==> src/rtl/vga_timing_gen.sv <==
// Free-running VGA raster timing generator: pixel coordinates, syncs, active-video flag and strobes.
// All outputs are registered from the same edge; ce=0 freezes the raster and zeroes the strobes.
module vga_timing_gen #(
    parameter int H_DISPLAY = 640,
    parameter int H_FRONT   = 16,
    parameter int H_SYNC    = 96,
    parameter int H_BACK    = 48,
    parameter int V_DISPLAY = 480,
    parameter int V_BOTTOM  = 10,
    parameter int V_SYNC    = 2,
    parameter int V_TOP     = 33,
    parameter bit HSYNC_POL = 1'b0,
    parameter bit VSYNC_POL = 1'b0
) (
    input  logic        clk,
    input  logic        reset,
    input  logic        ce,
    output logic [9:0]  hpos,
    output logic [9:0]  vpos,
    output logic        hsync,
    output logic        vsync,
    output logic        display_on,
    output logic        line_start,
    output logic        frame_start,
    output logic        vblank_start,
    output logic [15:0] frame_count
);

    localparam int H_TOTAL = H_DISPLAY + H_FRONT + H_SYNC + H_BACK;
    localparam int V_TOTAL = V_DISPLAY + V_BOTTOM + V_SYNC + V_TOP;

    localparam logic [9:0] H_MAX  = 10'(H_TOTAL - 1);
    localparam logic [9:0] V_MAX  = 10'(V_TOTAL - 1);
    localparam logic [9:0] H_VIS  = 10'(H_DISPLAY);
    localparam logic [9:0] V_VIS  = 10'(V_DISPLAY);
    localparam logic [9:0] HS_BEG = 10'(H_DISPLAY + H_FRONT);
    localparam logic [9:0] HS_END = 10'(H_DISPLAY + H_FRONT + H_SYNC - 1);
    localparam logic [9:0] VS_BEG = 10'(V_DISPLAY + V_BOTTOM);
    localparam logic [9:0] VS_END = 10'(V_DISPLAY + V_BOTTOM + V_SYNC - 1);

    if (H_TOTAL > 1024 || V_TOTAL > 1024) begin : g_bad_timing
        $error("vga_timing_gen: raster totals exceed 10-bit counters");
    end

    logic [9:0]  hpos_q, hpos_d;
    logic [9:0]  vpos_q, vpos_d;
    logic        hsync_q, hsync_d;
    logic        vsync_q, vsync_d;
    logic        disp_q, disp_d;
    logic        line_q, line_d;
    logic        frame_q, frame_d;
    logic        vblank_q, vblank_d;
    logic [15:0] fcnt_q, fcnt_d;

    logic        h_wrap;
    logic [9:0]  h_nxt;
    logic [9:0]  v_nxt;

    always_comb begin
        h_wrap = (hpos_q == H_MAX);
        h_nxt  = h_wrap ? 10'd0 : hpos_q + 10'd1;
        v_nxt  = vpos_q;
        if (h_wrap) begin
            v_nxt = (vpos_q == V_MAX) ? 10'd0 : vpos_q + 10'd1;
        end
    end

    // Decode is done on the next counter values so every registered output describes the same pixel.
    always_comb begin
        hpos_d   = hpos_q;
        vpos_d   = vpos_q;
        hsync_d  = hsync_q;
        vsync_d  = vsync_q;
        disp_d   = disp_q;
        line_d   = 1'b0;
        frame_d  = 1'b0;
        vblank_d = 1'b0;
        fcnt_d   = fcnt_q;
        if (ce) begin
            hpos_d   = h_nxt;
            vpos_d   = v_nxt;
            hsync_d  = (h_nxt >= HS_BEG && h_nxt <= HS_END) ? HSYNC_POL : ~HSYNC_POL;
            vsync_d  = (v_nxt >= VS_BEG && v_nxt <= VS_END) ? VSYNC_POL : ~VSYNC_POL;
            disp_d   = (h_nxt < H_VIS) && (v_nxt < V_VIS);
            line_d   = (h_nxt == 10'd0);
            frame_d  = (h_nxt == 10'd0) && (v_nxt == 10'd0);
            vblank_d = (h_nxt == 10'd0) && (v_nxt == V_VIS);
            if (frame_d) begin
                fcnt_d = fcnt_q + 16'd1;
            end
        end
    end

    // Reset parks the raster on the last pixel so the first advance lands on (0,0).
    always_ff @(posedge clk or posedge reset) begin
        if (reset) begin
            hpos_q   <= H_MAX;
            vpos_q   <= V_MAX;
            hsync_q  <= ~HSYNC_POL;
            vsync_q  <= ~VSYNC_POL;
            disp_q   <= 1'b0;
            line_q   <= 1'b0;
            frame_q  <= 1'b0;
            vblank_q <= 1'b0;
            fcnt_q   <= 16'd0;
        end else begin
            hpos_q   <= hpos_d;
            vpos_q   <= vpos_d;
            hsync_q  <= hsync_d;
            vsync_q  <= vsync_d;
            disp_q   <= disp_d;
            line_q   <= line_d;
            frame_q  <= frame_d;
            vblank_q <= vblank_d;
            fcnt_q   <= fcnt_d;
        end
    end

    assign hpos         = hpos_q;
    assign vpos         = vpos_q;
    assign hsync        = hsync_q;
    assign vsync        = vsync_q;
    assign display_on   = disp_q;
    assign line_start   = line_q;
    assign frame_start  = frame_q;
    assign vblank_start = vblank_q;
    assign frame_count  = fcnt_q;

endmodule
==> config.mk <==
export PLATFORM = sky130hd
export DESIGN_NAME = vga_timing_gen
export DESIGN_NICKNAME = d
export VERILOG_FILES = /design/src/rtl/vga_timing_gen.sv
export SDC_FILE = /design/constraint.sdc
export NUM_CORES = 1
export LEC_CHECK = 0
export CAP_MARGIN = 15
export CORE_MARGIN = 2
export CORE_UTILIZATION = 53
export CTS_CLUSTER_SIZE = 25
export DETAILED_ROUTE_END_ITERATION = 10
export PLACE_DENSITY = 0.78
export RECOVER_POWER = 25
export SLEW_MARGIN = 20
export SYNTH_ARGS = -nofsm -noshare
export SYNTH_HDL_FRONTEND = slang
export SYNTH_SLANG_ARGS = --single-unit
==> constraint.sdc <==
create_clock -name clk -period 3.3 [get_ports clk]
set_input_delay 0.99 -clock clk [delete_from_list [all_inputs] [get_ports clk]]
set_output_delay 0.99 -clock clk [all_outputs]
set_load 0.005 [all_outputs]
* Word-level counts from Yosys, hierarchy flattened *
Index checks and enable logic that the tools add are counted.

operators by class
  add/sub/neg operators = 3
  magnitude comparators = 6
  eq/ne operators = 3
  multiplexer cells = 8
  reduce and logical (&&, ||, !) cells = 8

operators by type and width
  operator               count
  $mux 10                3
  $add 10x1->10 const B  2
  $eq 10x10->1 const B   2
  $logic_not 10->1       2
  $add 16x1->16 const B  1
  $eq 10x9->1 const B    1
  $ge 10x10->1 const B   1
  $ge 10x9->1 const B    1
  $le 10x10->1 const B   1
  $le 10x9->1 const B    1
  $lt 10x10->1 const B   1
  $lt 10x9->1 const B    1
  $logic_and 1x1->1      5
  $mux 1                 5
  $reduce_and 2->1       1

word-level totals
  flip-flop bits (word level) = 42
  output and inout port bits = 42

* Logic depth before layout (Yosys ltp) *
  depth in word-level cells = 6
  mapped depth = 11
  gate-level depth less buffers = 9

* Worst setup path after synthesis *
No wires, ideal clock.

  path kind = input-to-reg
  start = input port ce
  end = register fcnt_q[8], in the netlist frame_count[8]
  setup time = 0.125 ns
  arrival time = 2.904 ns
  slack = 0.271 ns
  cell stages on the path = 9
  buffers on the path = 2
  path through = clkbuf_1 -> nand2_1 -> a21oi_1 -> o211ai_1 -> or4_4 -> nor4_4 -> buf_6 -> nand3_2 -> xnor2_2

on the way
  longest elaborated chain between the ends = 1

ends and longest elaborated chain
  item                               line  RTL
  start, declared                    17    input logic ce,
  $reduce_and 2->1 (no source line)  -
  end signal, assigned               115   fcnt_q <= fcnt_d;
  end, declared                      53    logic [15:0] fcnt_q, fcnt_d;

No other way between the ends.
A chain may end at the register's enable or synchronous reset.

* Final worst setup path *
  start = register hpos_q[9], in the netlist hpos[9]
  end = register fcnt_q[13], in the netlist frame_count[13]

on the way
  longest elaborated chain between the ends = 5
  elaborated cells on any way between the ends = 8

ends and longest elaborated chain
  item                                           line    RTL
  start, declared                                45      logic [9:0] hpos_q, hpos_d;
  start signal, assigned                         107     hpos_q <= hpos_d;
  $add 10x1->10 or $eq 10x10->1 (tied branches)  61, 60
  $mux 10, on equally long branches              61, 63
  $logic_not 10->1                               86      frame_d = (h_nxt == 10'd0) && (v_nxt == 10'd0);
  $logic_and 1x1->1 (*)                          86
  $reduce_and 2->1 (no source line) (*)          -

Mark *: on every way between the ends. The rest lies on a longest branch, timed or not.

==> results.sh <==
export IMPL_synth_seq_cells=42
export IMPL_drive_above_1_share=0.159
export IMPL_r2r_end="frame_count[13]"
export IMPL_fillers=384
export IMPL_path_clk_slew_ps=90
export IMPL_final_cell_mix="clkdlybuf4s50_1, dfrtp_1, nand2_1, xnor2_1"
export IMPL_initial_utilization=0.547
export IMPL_cts_buffer_depth=2
export IMPL_worstHoldPathType="register to register"
export IMPL_setup_worst_path_end_class="register"
export IMPL_final_instance_count_excl_fill=375
export IMPL_clkLatencyLatePin_ps=310
export IMPL_drtIter0Drc=181
export IMPL_dr_pass1_iters=5
export IMPL_period_minus_slack_ps=3070
export IMPL_h_tree_depth=2
export IMPL_gp_congestion=0.913
export IMPL_synth_top_area_cell="dfrtp_1"
export IMPL_portBuffers=44
export IMPL_regArea_sq_um=1070
export IMPL_pre_cts_slack_ps=6.56
export IMPL_grt_total_usage=0.236
export IMPL_p_leak_uw=0.00129
export IMPL_syn_inst=274
export IMPL_yosys_warnings=0
export IMPL_dp_hpwl_um=4160
export IMPL_path_max_fanout=11
export IMPL_syn_to_final_growth_pct=23.7
export IMPL_die_y_um=73.6
export IMPL_synth_top_area_frac=0.292
export IMPL_drc=0
export IMPL_r2r_slack_ps=230
export IMPL_wl_um=5880
export IMPL_vias_per_cell=6.11
export IMPL_ant_nets=0
export IMPL_post_cts_buffers=0
export IMPL_relSlewSlack=0.320
export IMPL_final_setup_skew_ps=10.2
export IMPL_setup_viol=0
export IMPL_peakVddDrop_mv=0.387
export IMPL_cts_root_buffer="clkbuf_8"
export IMPL_rsz0062_at_grt="no"
export IMPL_maxSlewViolCount=0
export IMPL_hold_slack_ps=478
export IMPL_die_w_um=73.6
export IMPL_dp_cells=367
export IMPL_grt_max_degree=43
export IMPL_status="completed"
export IMPL_grt_pass1_vias=2053
export IMPL_holdCritStartpoint="frame_count[15]"
export IMPL_grt_overflow_total=0
export IMPL_synth_top_cells_by_area="dfrtp_1, dfstp_2, xnor2_1"
export IMPL_ctsHoldBuffers=0
export IMPL_r2r_cells=8
export IMPL_cts_buffers=5
export IMPL_post_cts_resized=0
export IMPL_synth_edf_count=0
export IMPL_ios=45
export IMPL_crit_type="register to register"
export IMPL_rows=25
export IMPL_final_hold_viol_count=0
export IMPL_start_kind="register"
export IMPL_post_route_period_util=0.931
export IMPL_hold_depth=1
export IMPL_cts_tree="built"
export IMPL_required_ps=3500
export IMPL_r2r_start="hpos[9]"
export IMPL_cp_data_arrival_time_ps=3270
export IMPL_yosysSeqAreaShare=0.415
export IMPL_synth_nets=283
export IMPL_synth_avg_cell_area_sq_um=9.37
export IMPL_finalSetupTns_ps=0
export IMPL_final_common_cell="clkdlybuf4s50_1"
export IMPL_num_nets_final=329
export IMPL_layout_setup_ws_ps=226
export IMPL_tightest_slew_ps=1020
export IMPL_power_density_nw_per_um2=410
export IMPL_synthDistinctLibCells=54
export IMPL_synthArstFlopShare=1.00
export IMPL_multi_input_area_sq_um=1370
export IMPL_coreArea_sq_um=4690
export IMPL_synthFlopType="dfrtp_1"
export IMPL_utilization=0.677
export IMPL_timing_fmax_mhz=325
export IMPL_grt_first_pass_wirelength_um=9800
export IMPL_wire_per_inst_um=15.7
export IMPL_dieArea_sq_um=5420
export IMPL_clkSinkCount=42
export IMPL_syn_cell_area_sq_um=2570
export IMPL_routed_via_count=2290
export IMPL_hold_path_end="frame_count[15]"
export IMPL_antenna_found_initial=0
export IMPL_n_antenna_cell=0
export IMPL_max_cap_viol_count=0
## cells by family after synthesis
kind of cell / Yosys count / synth area share
AOI/OAI and AO/OA: 50 / 0.132
xor gates and xnor gates: 24 / 0.0877
adders and majority gates: 6 / 0.0292
buffers and inverters: 29 / 0.0497
DFF: 42 / 0.415
muxes: 4 / 0.0166
and+or+nand+nor: 119 / 0.270
## critical path: stages, from the launching register on
cell and delay [ps]:
dfstp_2 590, or4b_1 620, or4_1 640, nor3_1 230
o22ai_1 130, nor4_4 180, buf_4 250, nand4_1 160
xnor2_1 160
## worst max-delay path by stage
| stage | from | endpoint | cells after the start |
|---|---|---|---|
| detailed placement | ce | frame_count[13] | 9 |
| global route | hpos[1] | frame_count[11] | 9 |
| floorplan | ce | frame_count[8] | 9 |
| CTS | hpos[9] | frame_count[13] | 8 |
| global placement | ce | frame_count[1] | 8 |
| finish | hpos[9] | frame_count[13] | 8 |
## cells in the mapped netlist (all sizes together) (4+ instances only)
| cell | number |
|---|---|
| nand2 | 24 |
| nand4 | 19 |
| o21ai | 15 |
| nand3 | 21 |
| clkbuf | 12 |
| and3 | 6 |
| o211ai | 4 |
| o31ai | 4 |
| dfrtp | 30 |
| a21oi | 8 |
| dfstp | 12 |
| or4 | 4 |
| nor3 | 6 |
| xnor2 | 22 |
| inv | 11 |
| a22o | 4 |
| nor2 | 19 |
| buf | 6 |
| ha | 6 |
## power breakdown
| group | switching (uW) | internal (uW) | total, uW |
|---|---|---|---|
| combinational | 155 | 143 | 298 |
| sequential | 79.9 | 574 | 654 |
| clock | 200 | 151 | 351 |
## area by class of cell
| type | count | area share |
|---|---|---|
| clock buffer | 5 | 0.0217 |
| multi-input combinational | 203 | 0.432 |
| sequential | 42 | 0.336 |
| inverter | 11 | 0.0130 |
| clock inverter | 3 | 0.00748 |
| timing repair buffer | 57 | 0.169 |
| tap | 54 | 0.0213 |
## sequential cells by signal, indices dropped and copies added, names as in the netlist
signal / cells
frame_count: 16
hpos: 10
vpos: 10
display_on: 1
frame_start: 1
hsync: 1
line_start: 1
vblank_start: 1
vsync: 1
## per-stage QoR
stage / power [uW] / instance area [sq um]
after floorplan: 829 / 2570
after global placement: 949 / 3090
after detailed placement: 960 / 3090
after CTS: 1310 / 3180
after global routing: 1370 / 3180
final: 1300 / 3180
## routing by layer
metal  GRT usage  vias to the layer above  share of wire
met5           0                        -              0
met4      0.0869                        0          0.020
met3      0.0562                       12          0.063
met2       0.360                       78           0.48
met1       0.326                     1111           0.44
li1            -                     1089              -
(Power assumes the default switching activity.)
